--- config.mk ---
export PLATFORM = sky130hd
export DESIGN_NAME = trace_port_tx
export DESIGN_NICKNAME = d
export VERILOG_FILES = /design/src/rtl/trace_port_tx_pkg.sv /design/src/rtl/trace_port_tx_shifter.sv /design/src/rtl/trace_port_tx.sv
export SDC_FILE = /design/constraint.sdc
export NUM_CORES = 1
export LEC_CHECK = 0
export CAP_MARGIN = 5
export CORE_UTILIZATION = 30
export DETAILED_ROUTE_END_ITERATION = 6
export PLACE_DENSITY_LB_ADDON = 0.2
export RECOVER_POWER = 25
export SKIP_CTS_REPAIR_TIMING = 1
export SLEW_MARGIN = 10
export SYNTH_ARGS = -nofsm -noshare
export SYNTH_HDL_FRONTEND = slang
export SYNTH_SLANG_ARGS = --single-unit
--- constraint.sdc ---
create_clock -name clk -period 2.55 [get_ports clk]
set_input_delay 0.255 -clock clk [delete_from_list [all_inputs] [get_ports clk]]
set_output_delay 0.255 -clock clk [all_outputs]
set_load 0.05 [all_outputs]
--- src/rtl/trace_port_tx_pkg.sv ---
// Shared types, TPIU constants and width helpers for the trace port transmitter.
package trace_port_tx_pkg;

  typedef enum logic [1:0] {
    SYNC,
    DATA,
    IDLE_INV
  } state_e;

  localparam logic [31:0] TPIU_SYNC = 32'h7fff_ffff;
  localparam logic [15:0] TPIU_FILL = 16'h7fff;

  function automatic logic width_valid(input logic [2:0] w);
    return (w == 3'd1) || (w == 3'd2) || (w == 3'd4);
  endfunction

  // Cycles needed to drive one unit: each cycle carries 2*w bits.
  function automatic logic [4:0] slices_per_unit(input logic [2:0] w, input logic is_sync);
    logic [4:0] n;
    case (w)
      3'd1:    n = 5'd8;
      3'd2:    n = 5'd4;
      3'd4:    n = 5'd2;
      default: n = 5'd0;
    endcase
    return is_sync ? {n[3:0], 1'b0} : n;
  endfunction

endpackage

--- src/rtl/trace_port_tx_shifter.sv ---
// Unit shift register: latches width and unit on load cycles, then emits
// LSB-first rising/falling slices of the latched width each clock.
module trace_port_tx_shifter
  import trace_port_tx_pkg::*;
#(
  parameter int BUSWIDTH = 4
) (
  input  logic                clk,
  input  logic                rst,
  input  logic                load_valid,
  input  logic                load_is_sync,
  input  logic [31:0]         load_data,
  input  logic [2:0]          load_width,
  output logic                load_cycle,
  output logic [2:0]          cur_width,
  output logic [BUSWIDTH-1:0] dout_a,
  output logic [BUSWIDTH-1:0] dout_b
);

  logic [31:0]         shift_q, shift_d, unit;
  logic [2:0]          width_q, width_d;
  logic [4:0]          remaining_q, remaining_d;
  logic [BUSWIDTH-1:0] a_q, a_d, b_q, b_d;

  assign load_cycle = (remaining_q == 5'd0);
  assign cur_width  = width_q;
  assign dout_a     = a_q;
  assign dout_b     = b_q;

  // The first slice of a freshly loaded unit goes out on the same edge as the load.
  always_comb begin
    unit        = shift_q;
    width_d     = width_q;
    remaining_d = remaining_q - 5'd1;
    shift_d     = shift_q;
    a_d         = '0;
    b_d         = '0;
    if (load_cycle) begin
      width_d     = load_width;
      unit        = load_valid ? load_data : 32'd0;
      remaining_d = load_valid ? (slices_per_unit(load_width, load_is_sync) - 5'd1) : 5'd0;
    end
    case (width_d)
      3'd1: begin
        a_d[0]   = unit[0];
        b_d[0]   = unit[1];
        shift_d  = unit >> 2;
      end
      3'd2: begin
        a_d[1:0] = unit[1:0];
        b_d[1:0] = unit[3:2];
        shift_d  = unit >> 4;
      end
      3'd4: begin
        a_d[3:0] = unit[3:0];
        b_d[3:0] = unit[7:4];
        shift_d  = unit >> 8;
      end
      default: shift_d = 32'd0;
    endcase
  end

  always_ff @(posedge clk) begin
    if (rst) begin
      shift_q     <= 32'd0;
      width_q     <= 3'd0;
      remaining_q <= 5'd0;
      a_q         <= '0;
      b_q         <= '0;
    end else begin
      shift_q     <= shift_d;
      width_q     <= width_d;
      remaining_q <= remaining_d;
      a_q         <= a_d;
      b_q         <= b_d;
    end
  end

endmodule

--- src/rtl/trace_port_tx.sv ---
// Trace port transmitter top: handshake, sync/data/fill priority and sync interval.
// Optional TRACE_PORT_TX_SYNC_REQ_EN adds a sticky syncReq input.
module trace_port_tx
  import trace_port_tx_pkg::*;
#(
  parameter int BUSWIDTH      = 4,
  parameter int SYNC_INTERVAL = 4096
) (
  input  logic                clk,
  input  logic                rst,
`ifdef TRACE_PORT_TX_SYNC_REQ_EN
  input  logic                syncReq,
`endif
  input  logic [2:0]          width,
  input  logic [15:0]         WdIn,
  input  logic                WdValid,
  output logic                WdReady,
  output logic [BUSWIDTH-1:0] traceDouta,
  output logic [BUSWIDTH-1:0] traceDoutb,
  output logic                syncTx
);

  localparam logic [15:0] INTERVAL = 16'(SYNC_INTERVAL);

  state_e      state_q, state_d;
  logic        sync_pend_q, sync_pend_d;
  logic [15:0] interval_q, interval_d;
  logic        req_pend;
  logic        load_cycle, w_ok, sync_due;
  logic [2:0]  cur_width;
  logic [31:0] load_data;

  assign w_ok     = width_valid(width);
  assign sync_due = sync_pend_q || req_pend || (width != cur_width) ||
                    (state_q == IDLE_INV) || (interval_q >= INTERVAL);
  assign WdReady  = !rst && load_cycle && w_ok && !sync_due;
  assign syncTx   = !rst && load_cycle && w_ok && sync_due;

`ifdef TRACE_PORT_TX_SYNC_REQ_EN
  logic req_q, req_d;

  // A request seen while a sync is being loaded is folded into that sync.
  always_comb begin
    req_d = req_q | syncReq;
    if (load_cycle && w_ok && sync_due) req_d = 1'b0;
  end

  always_ff @(posedge clk) begin
    if (rst) req_q <= 1'b0;
    else     req_q <= req_d;
  end

  assign req_pend = req_q;
`else
  assign req_pend = 1'b0;
`endif

  always_comb begin
    state_d     = state_q;
    sync_pend_d = sync_pend_q;
    interval_d  = interval_q;
    load_data   = {16'h0000, TPIU_FILL};
    if (load_cycle) begin
      if (!w_ok) begin
        state_d     = IDLE_INV;
        interval_d  = 16'd0;
        sync_pend_d = 1'b1;
        load_data   = 32'd0;
      end else if (sync_due) begin
        state_d     = SYNC;
        interval_d  = 16'd0;
        sync_pend_d = 1'b0;
        load_data   = TPIU_SYNC;
      end else begin
        state_d     = DATA;
        interval_d  = interval_q + 16'd1;
        load_data   = {16'h0000, WdValid ? WdIn : TPIU_FILL};
      end
    end
  end

  always_ff @(posedge clk) begin
    if (rst) begin
      state_q     <= SYNC;
      sync_pend_q <= 1'b1;
      interval_q  <= 16'd0;
    end else begin
      state_q     <= state_d;
      sync_pend_q <= sync_pend_d;
      interval_q  <= interval_d;
    end
  end

  trace_port_tx_shifter #(
    .BUSWIDTH(BUSWIDTH)
  ) u_shifter (
    .clk         (clk),
    .rst         (rst),
    .load_valid  (w_ok),
    .load_is_sync(sync_due),
    .load_data   (load_data),
    .load_width  (width),
    .load_cycle  (load_cycle),
    .cur_width   (cur_width),
    .dout_a      (traceDouta),
    .dout_b      (traceDoutb)
  );

endmodule

# Yosys cells after proc, flatten, opt, wreduce, memory -nomap -nowiden
# Index checks and enable logic that the tools add are counted.
[classes] addsub=3 magnitude_cmp=1 eq_ne=9 mux=19 bitwise=3 reduce_logical=18
[ops] op="30-bit one-hot mux with 3 select lines" n=1
[ops] op="31-bit two-way mux" n=2
[ops] op="16-bit two-way mux" n=3
[ops] op="32-bit two-way mux" n=1
[ops] op="5-bit two-way mux" n=4
[ops] op="16-bit by 1-bit adder with 16-bit output, second input constant" n=1
[ops] op="16-bit by 13-bit greater-or-equal comparator with 1-bit output, second input constant" n=1
[ops] op="4-bit one-hot mux with 3 select lines" n=1
[ops] op="5-bit by 1-bit subtractor with 5-bit output, second input constant" n=2
[ops] op="2-bit OR reduction" n=4
[ops] op="3-bit by 1-bit == test with 1-bit output, second input constant" n=2
[ops] op="3-bit by 2-bit == test with 1-bit output, second input constant" n=2
[ops] op="3-bit == test, second input constant" n=2
[ops] op="5-bit logical NOT" n=1
[ops] op="1-bit logical OR" n=5
[ops] op="1-bit logical AND" n=4
[ops] op="1-bit two-way mux" n=3
[ops] op="3-bit two-way mux" n=1
[ops] op="3-bit inequality test" n=1
[ops] op="1-bit NOT" n=3
[ops] op="1-bit one-hot mux with 3 select lines" n=1
[ops] op="3-bit OR reduction" n=1
[ops] op="2-bit == test, second input constant" n=1
[ops] op="1-bit logical NOT" n=2
[ops] op="other kinds (4)" n=4
[totals] ff_bits=67 in_bits=22 output_inout_bits=10 wordCells=64

# Logic depth before layout (Yosys ltp)
[logic_depth] word_depth=8 mapped_depth=13 depth_no_buf=11

# By module
# From an unflattened synthesis, not the netlist that was laid out.
[hier_totals] cells_unflattened=587 area_unflattened_um2=4584.4
[by_module_without_submodules] module="trace_port_tx_shifter" n_inst=1 cells_each=451 area_per_inst_um2=3444.6 seq_area_each_um2=920.9
[by_module_without_submodules] module="trace_port_tx" n_inst=1 cells_each=136 area_per_inst_um2=1139.8 seq_area_each_um2=380.4

# Worst setup path after synthesis
# OpenSTA, ideal clock, no wires.
[synth_timing] kind="register to register" start="register interval_q[12]" end="register interval_q[7]" setup_ns=0.072 arrival_time_ns=2.751 t_required_ns=2.478 slack_ns=-0.273 stages_incl_launch_ff=8 n_path_buf=1 synth_period_minus_slack_ns=2.823 path_cell_list="dfxtp_1 or4_1 nor3_1 buf_2 nand2_1 nor3_1 nand2_1 o21ai_1"
[synth_between] elab_chain_len=4
[synth_rtl] element="start, declared" line_no="trace_port_tx.sv:27" source="logic [15:0] interval_q, interval_d;"
[synth_rtl] element="start signal, assigned" line_no="trace_port_tx.sv:90" source="interval_q <= interval_d;"
[synth_rtl] element="16-bit by 13-bit greater-or-equal comparator with 1-bit output" line_no="trace_port_tx.sv:35" source="(state_q == IDLE_INV) || (interval_q >= INTERVAL);"
[synth_rtl] element="1-bit logical OR" line_no="trace_port_tx.sv:35"
[synth_rtl] element="16-bit two-way mux" line_no="trace_port_tx.sv:69" source="end else if (sync_due) begin"
[synth_rtl] element="16-bit two-way mux" line_no="trace_port_tx.sv:64" source="if (!w_ok) begin"
# Every way passes these cells.
# A chain may end at the register's enable or synchronous reset.

# Final worst setup path
[layout_timing] start="register interval_q[12]" end="output WdReady"
[layout_between] elab_chain_len=4
[layout_rtl] element="16-bit by 13-bit greater-or-equal comparator with 1-bit output" line_no="trace_port_tx.sv:35"
[layout_rtl] element="1-bit logical OR" line_no="trace_port_tx.sv:35"
[layout_rtl] element="1-bit logical NOT" line_no="trace_port_tx.sv:36" source="assign WdReady = !rst && load_cycle && w_ok && !sync_due;"
[layout_rtl] element="1-bit logical AND" line_no="trace_port_tx.sv:36"
[layout_rtl] element="end, declared" line_no="trace_port_tx.sv:17" source="output logic WdReady,"
# Every way passes these cells.

==> impl_metrics.tcl <==
set metrics [dict create \
    drive_above_1_share_pct 17.20 \
    grt_antenna_before_repair 0 \
    cp_cell_sequence "or4_4 > nor3_4 > nand2_2 > buf_4 > nor3_4 > buf_12" \
    final_core_util_pct 40.31 \
    period_share_pct 96.12 \
    syn_area_um2 3017 \
    yosysMostFrequentCell "dfxtp_1" \
    diodes 0 \
    track_usage_pct 17.00 \
    ys_ff_latch 57 \
    finalCriticalPeriod_ps 2451 \
    routabilityCongestion 0.8953 \
    avgSynthCellArea_um2 8.088 \
    yosys-top-cells-count "dfxtp_1 (57), nand2_1 (44), a21oi_1 (39)" \
    yosys.area.top_type_share_pct 37.83 \
    skew_ps 11.16 \
    fp.dieH_um 102.3 \
    synth-async-reset-ratio_pct 0 \
    path_max_fanout 4 \
    critPathMostFrequentCell "nor3_4" \
    grt_max_degree 23 \
    first_pass_iters 5 \
    vdd_drop_max_v 0.0002985 \
    clk_path_buf_depth 2 \
    routed_wl_um 8661 \
    cts_root_buf "clkbuf_8" \
    crit_required_ps 2300 \
    port-buffer-count 31 \
    ant_nets 0 \
    chipWidth_um 102.3 \
    ctsHtreeMaxLevel 3 \
    synth_area_leaders "dfxtp_1 (38%), a21oi_1 (6.5%), nand2_1 (5.5%)" \
    ys_warn_count 0 \
    critPathKind "reg -> out" \
    endpoint_kind "primary output" \
    cts_buffers 9 \
    maxSlewHeadroom_pct 46.88 \
    die_area_um2 10460 \
    run_status "finished clean" \
    dpl.cell_count 548 \
    ios 32 \
    synthesis.nets 400 \
    fp.coreArea_um2 9774 \
    drc 0 \
    cts_tree "done" \
    vias 3023 \
    netlist.top_cell.by_area "dfxtp_1" \
    cpPeakStageDelay_ps 550 \
    clock_latency_ps 350 \
    first_iter_violations 157 \
    max_cap_violations 0 \
    grt.overflow.total 0 \
    tightestPinTransition_ps 793.8 \
    critPathArrivalTime_ps 2200 \
    p_leak_uw 0.001426 \
    clk_pin_slew_ps 60 \
    drt-wirelength-per-cell_um 15.22 \
    powerDensity_nw_per_um2 850.5 \
    instances_no_fill 569 \
    synth_edf_count 0 \
    finalHoldViolCount 0 \
    vias_per_cell 5.313 \
    ys_types 55 \
    rows 36 \
    min_path_type "reg -> reg" \
    syn_inst 373 \
    fin_nets 458 \
    grt_pass1_wl_um 13490 \
    dpl.hpwl_um 6190 \
    initial_utilization_pct 30.86 \
    grt_pass1_vias 2679 \
    cts.sinks 57 \
    setup_viol 0 \
    tns_ps 0 \
    clock.fmax_ghz 0.4080 \
    worst_setup_path_start_kind "register" \
    critPathSlowestCell "or4_4" \
    maxSlewViolCount 0 \
    seq_area_frac_synth_pct 37.83 \
    dominantRegCellSynth "dfxtp_1" \
    areaGrowthSynthToFinish_pct 30.61 \
]
## routing by layer
| metal | global-route usage [%] | share of wire (%) |
|---|---|---|
| met5 | 0 | 0 |
| met4 | 7.912 | 1.8 |
| met3 | 2.873 | 6.7 |
| met2 | 25.35 | 45 |
| met1 | 23.77 | 46 |
## layout by cell type (no fill, tap or decap), types with 5 or more instances in the layout
master	count
a21oi_1	39
a222oi_1	6
a22o_1	12
a22oi_1	7
a31oi_1	5
and2_1	7
buf_4	39
clkbuf_8	9
clkdlybuf4s50_1	21
dfxtp_1	57
dlygate4sd3_1	8
inv_1	5
nand2_1	43
nand2b_1	6
nand4b_1	7
nor2_1	31
nor3_1	12
nor3b_1	8
o21ai_0	26
o21ai_1	7
xor2_1	9
## worst paths after layout
path | from | to | slack (ps) | cells past startpoint
setup reg to reg | u_shifter.remaining_q[0] | u_shifter.shift_q[20] | 190 | 9
hold reg to reg | state_q[0] | state_q[0] | 450 | 2
setup / recovery | interval_q[12] | WdReady | 100 | 6
hold / removal | state_q[0] | state_q[0] | 450 | 2
## area by class of cell
cell class              instances  area (µm²)
flip-flops and latches         57        1141
multi-input cells             285        1800
inverters                       5       18.77
well taps                     133       166.4
fillers                      1020        5834
repair buffers                 73       658.1
clock buffers                  12       135.1
clock inverters                 4       20.02
## flip-flops by register name, summed over array words and instances, names as in the netlist
| register | count |
|---|---|
| u_shifter.shift_q | 22 |
| u_shifter.remaining_q | 5 |
| interval_q | 16 |
| u_shifter.cur_width | 3 |
| sync_pend_q | 1 |
| state_q | 2 |
| u_shifter.dout_b | 4 |
| u_shifter.dout_a | 4 |
## stage by stage
step | cell area [µm²] | setup WS, ps | power [µW] | hold WS, ps
final | 3940 | 99.04 | 3351 | 450.1
after global routing | 3940 | -8.316 | 3562 | 468.2
after CTS | 3851 | -165.3 | 3288 | 450.2
after detailed placement | 3696 | -69.97 | 2584 | 439.8
after global placement | 3696 | -22.46 | 2595 | 432.8
after floorplan | 3022 | 135.3 | 2042 | 416.3
## cells by family after synthesis
kind of cell,count (synthesis),synth area share (%)
AO/OA/AOI/OAI,124,26.26
adder cells (fa/ha/maj),5,2.074
buffers and inverters,31,4.645
multiplexers,2,0.7051
flip-flops,57,37.83
AND/OR/NAND/NOR,145,25.88
XOR/XNOR,9,2.613
## power breakdown
part | leakage [µW] | total (µW) | internal [µW] | switching, µW
clock network | 0.0000839 | 699 | 346 | 353
logic | 0.000881 | 1580 | 630 | 952
registers | 0.000461 | 1070 | 985 | 85.0
total | 0.00143 | 3350 | 1960 | 1390
## worst max-delay path: cells and delay by family (launching register included)
| family | cells | cell delay (ps) |
|---|---|---|
| AND/OR/NAND/NOR | 4 | 1180 |
| buffers and inverters | 2 | 350 |
| flip-flops | 1 | 320 |
Note: power is estimated with default switching activity, not from simulation.
==> RTL edit 1 (same flow settings) <==
Register the output `syncTx`, with the module's reset; this adds one clock of latency there. The other outputs are not delayed to match.
--- a/src/rtl/trace_port_tx.sv
+++ b/src/rtl/trace_port_tx.sv
@@ -36,3 +36,9 @@
   assign WdReady  = !rst && load_cycle && w_ok && !sync_due;
-  assign syncTx   = !rst && load_cycle && w_ok && sync_due;
+  always_ff @(posedge clk) begin
+    if (rst) begin
+      syncTx <= '0;
+    end else begin
+      syncTx <= !rst && load_cycle && w_ok && sync_due;
+    end
+  end
 
Behaviour: not the same (a bounded check fails within 4 cycles, from zero or initial values and one cycle with rst high).
==> RTL edit 1 against the original RTL <==
- worst setup slack improved by 58 ps
- clock power rose by 50%
- synthesized area rose by 7.1%
- combinational power rose by 39%
- routed wire length rose by 16%
- sequential cell count rose by 1
- design area rose by 13%
- total power rose by 29%
- critical endpoint is now u_shifter.dout_b[0]
==> RTL edit 1: results (changes against the original RTL) <==
- By count the netlist is led by sky130_fd_sc_hd__dfxtp_1, sky130_fd_sc_hd__nand2_1, sky130_fd_sc_hd__nor2_1.
- The number of buffers added on ports was 31 (unchanged).
- The final weighted congestion in routability-driven placement is 0.853 (-4.8%).
- The total wire length after detailed routing came to 10.0 mm (+16%).
- By area the synthesized netlist is led by sky130_fd_sc_hd__dfxtp_1, sky130_fd_sc_hd__nand2_1, sky130_fd_sc_hd__nor2_1, sky130_fd_sc_hd__a21oi_1, sky130_fd_sc_hd__o21ai_0.
- The worst clock skew is 15.9 ps (+4.78 ps).
- The number of nets produced by synthesis came to 430 (+7.5%).
- The count of cell types in the netlist is 59 (+7.3%).
- The number of nets in the finished design is 503 (+9.8%).
- Tracing the worst setup path back leads to its startpoint at interval_q[13].
- The total of fill cells in the finished design is 1,060 (+3.9%).
- The length of the first detailed-routing pass in iterations came to 4 (-1).
- The register-to-register setup slack came to 160 ps (-30 ps).
- The first-pass GRT wire length is 16.2 mm (+20%).
- The run finished with clean final reports.
- The total via count after detailed routing is 3,312 (+9.6%).
- The synthesized area per cell is 8.02 um^2 (-0.84%).
- The tightest slew margin relative to the limit is 60.7% (+14 points).
- The maximum number of pins on one net before global-route repair is 34 (+48%).
- The share of final-layout standard cells stronger than drive strength 1 was 21.0% (+3.8 points).
- For this design, the slowest cell found on the critical path is sky130_fd_sc_hd__or4b_4.
- The area of the multi-input gates is 2050 um^2 (+14%).
- In this run the worst setup path terminates at u_shifter.dout_b[0].
- The peak fanout along the critical path is 8 (+4).
- The share of the clock period used by the worst path after layout is 93.8% (-2.3 points).
- The number of vias per cell came to 5.37 (+1.0%).
- The maximum VDD drop is 0.000357 V (+20%).
- The worst reg2reg path depth is 7 (-2).
- The pre-CTS worst setup slack was -136 ps (-65.7 ps).
- The DRC marker count from the first detailed-route iteration is 150 (-4.5%).
- The instance count after placement with tap cells included is 596 (+8.8%).
- The total global-route track usage came to 18.7% (+1.7 points).
- The standard cell area after detailed placement is 4040 um^2 (+9.2%).
- The hold slack came to 450 ps (+0.116 ps).
[RTL edit 1: layout make-up]
class	count	share of cell area, %
repair buffers	89	17.8
clock buffers	11	2.96
flip-flops and latches	58	26.2
clock inverters	5	2.31
well taps	136	3.83
inverters	8	0.677
multi-input cells	310	46.2
[RTL edit 1: metal layers]
metal / share of wire (%) / wire length (um) / up-vias / GRT usage (%)
met4: 3.0 / 303 / 0 / 10.9
met1: 47 / 4670 / 1588 / 23.9
met5: 0 / 0 / - / 0
met2: 47 / 4720 / 59 / 29.4
met3: 3.3 / 330 / 21 / 3.59
li1: - / - / 1644 / -
[RTL edit 1: worst max-delay path: cells and delay by family (launching register included)]
family	cells	cell delay, ps
simple gates	3	1260
compound gates	2	300
flops	1	310
buf+inv	2	400
[RTL edit 1: cell families after synthesis]
kind of cell,share of synthesized area [%]
compound gates,27.6
mux,1.97
simple gates,25.5
buf+inv,4.65
xor+xnor,2.44
flops,35.9
fa+ha+maj,1.94
[RTL edit 1: power by group]
part           internal, mW  switching, mW  total, mW  leakage (nW)
Clock                 0.648          0.403       1.05         0.114
Sequential             1.01         0.0674       1.07         0.469
Combinational         0.879           1.31       2.19          1.04
Total                  2.53           1.78       4.31          1.63
[RTL edit 1: worst min path at each step]
stage	from	to	depth (start not counted)
after floorplan	rst	u_shifter.shift_q[6]	2
after global placement	state_q[0]	state_q[0]	2
after detailed placement	state_q[0]	state_q[0]	2
after CTS	sync_pend_q	sync_pend_q	1
after global routing	state_q[0]	state_q[0]	2
final	state_q[0]	state_q[0]	2
==> RTL edit 2 (config.mk and constraints unchanged) <==
Without the edit above. `BUSWIDTH` is set to 4 in 2 places; all go to 6.
--- a/src/rtl/trace_port_tx_shifter.sv
+++ b/src/rtl/trace_port_tx_shifter.sv
@@ -5,3 +5,3 @@
 #(
-  parameter int BUSWIDTH = 4
+  parameter int BUSWIDTH = 6
 ) (
--- a/src/rtl/trace_port_tx.sv
+++ b/src/rtl/trace_port_tx.sv
@@ -5,3 +5,3 @@
 #(
-  parameter int BUSWIDTH      = 4,
+  parameter int BUSWIDTH      = 6,
   parameter int SYNC_INTERVAL = 4096
Interface: changed (resized traceDouta and traceDoutb); port bits go from 32 to 36. No check against the original RTL was run, so the function may have changed too.
==> RTL edit 2 against the original RTL <==
- clock skew is 0.98 ps lower
- hold slack worse by 11 ps
- total power is 12% higher
- combinational power hardly changed
- critical path type unchanged
- cell count is 0.18% higher
- design area is 2.1% higher
- highest routed layer unchanged
- worst setup slack worse by 25 ps
- routed wire length is 0.83% lower
- sequential cell count stayed put
- synthesized area is 1.1% higher
==> RTL edit 2: results (changes against the original RTL) <==
- On the critical path, the stage with the largest delay is an instance of sky130_fd_sc_hd__o211a_2.
- The standard cell area after detailed placement was 3710 um^2 (+0.47%).
- The worst clock skew is 10.2 ps (-0.980 ps).
- In the final layout, the registers with the most flip-flops are u_shifter.shift_q x22, interval_q x16, u_shifter.remaining_q x5.
- The total global-route track usage is 17.3% (+0.33 points).
- The total via count after detailed routing is 2,911 (-3.7%).
- The instance count after placement with tap cells included is 554 (+1.1%).
- The maximum level of the CTS H-tree is 3 (unchanged).
- The total wire length after detailed routing is 8.59 mm (-0.83%).
- The critical path's largest stage delay was 440 ps (-110 ps).
- The maximum VDD drop is 0.000337 V (+13%).
- The pre-CTS worst setup slack is -17.3 ps (+52.7 ps).
- The fraction of met3 tracks used by global routing came to 4.54% (+1.7 points).
- The fraction of met2 tracks used by global routing was 26.1% (+0.75 points).
- The number of antenna violations at the first check in global routing was 0 (unchanged).
- The part of the Yosys area used for sequential elements is 37.4% (-0.42 points).
- The worst setup slack after layout is 74.5 ps (-24.6 ps).
- The launching element of the worst setup path is u_shifter.remaining_q[0].
- The length of the first detailed-routing pass in iterations is 4 (-1).
- The DRC marker count from the first detailed-route iteration was 157 (unchanged).
- The leakage component of the power is 1.46 nW (+2.3%).
- The via count of the first global-routing pass was 2,728 (+1.8%).
- The final weighted congestion in routability-driven placement is 0.851 (-5.0%).
- The run finished with clean final reports.
- The flip-flop count of the largest register after layout is 22 (unchanged).
- The peak fanout along the critical path is 11 (+7).
- The synthesized area per cell came to 8.07 um^2 (-0.22%).
- The share of final-layout standard cells stronger than drive strength 1 is 17.2% (-0.039 points).
- The detailed-placement wirelength estimate is 6.15 mm (-0.63%).
- The number of buffers added by the clock tree synthesis step came to 9 (unchanged).
- The met1 usage in global routing came to 24.2% (+0.42 points).
- The capture point of the worst path is syncTx.
- The register-to-register setup slack is 90 ps (-100 ps).
- The total of fill cells in the finished design is 1,009 (-1.1%).
- The count of cell types in the netlist is 56 (+1.8%).
- The endpoint arrival time on the critical path came to 2220 ps (+20 ps).
- The average wire per cell in the routed design is 15.1 um (-1.0%).
- After synthesis, the cell types taking the most area are sky130_fd_sc_hd__dfxtp_1, sky130_fd_sc_hd__a21oi_1, sky130_fd_sc_hd__nand2_1, sky130_fd_sc_hd__o21ai_0, sky130_fd_sc_hd__nor2_1.
- The number of nets in the finished design is 459 (+0.22%).
- The maximum number of pins on one net before global-route repair is 20 (-13%).
- The number of buffers added on ports came to 31 (unchanged).
- The slew at the pin with the worst max-slew slack came to 586 ps (-208 ps).
- The flip-flop cell with the highest count after synthesis is sky130_fd_sc_hd__dfxtp_1.
- The first-pass GRT wire length is 13.9 mm (+2.8%).
- The type of the tightest min-delay check is reg2reg.
## RTL edit 2: worst min path at each step
stage / start / depth (start not counted) / slack [ps] / end
2_1_floorplan: state_q[0] / 2 / 420 / state_q[0]
3_3_place_gp: state_q[0] / 2 / 430 / state_q[0]
3_5_place_dp: state_q[0] / 2 / 430 / state_q[0]
4_1_cts: state_q[0] / 2 / 440 / state_q[0]
5_1_grt: interval_q[13] / 1 / 470 / interval_q[13]
6_report: state_q[0] / 2 / 440 / state_q[0]
## RTL edit 2: worst max-delay path, delay by kind of cell (launching register included)
family,cells,cell delay [ps]
DFF,1,330
and+or+nand+nor,3,640
AOI/OAI and AO/OA,1,440
buffers and inverters,2,290
adders and majority gates,1,160
## RTL edit 2: cell families after synthesis
logic type	Yosys count	synth area share (%)
simple gates	145	25.6
compound gates	124	26.0
flops	57	37.4
buf+inv	35	5.58
xor+xnor	9	2.58
fa+ha+maj	5	2.05
mux	2	0.697
other cells	1	0.123
## RTL edit 2: area by class of cell
cell class                 instances  area [um^2]  area share (%)
timing repair buffer              70          623            15.5
tap                              133          166            4.14
inverter                           5         18.8           0.467
sequential                        57         1140            28.4
clock buffer                      12          165            4.11
clock inverter                     4         97.6            2.43
multi-input combinational        289         1810            45.0
## RTL edit 2: routing by layer
metal	vias to the layer above	part of all wire (%)
met4	0	0.91
met2	81	44
li1	1469	-
met5	-	0
met3	6	5.0
met1	1355	50
## RTL edit 2: where the power goes
| part | internal [mW] | leakage, nW | total [mW] | switching (mW) |
|---|---|---|---|---|
| Sequential | 0.985 | 0.461 | 1.06 | 0.0751 |
| Combinational | 0.619 | 0.870 | 1.58 | 0.965 |
| Clock | 0.729 | 0.129 | 1.11 | 0.382 |
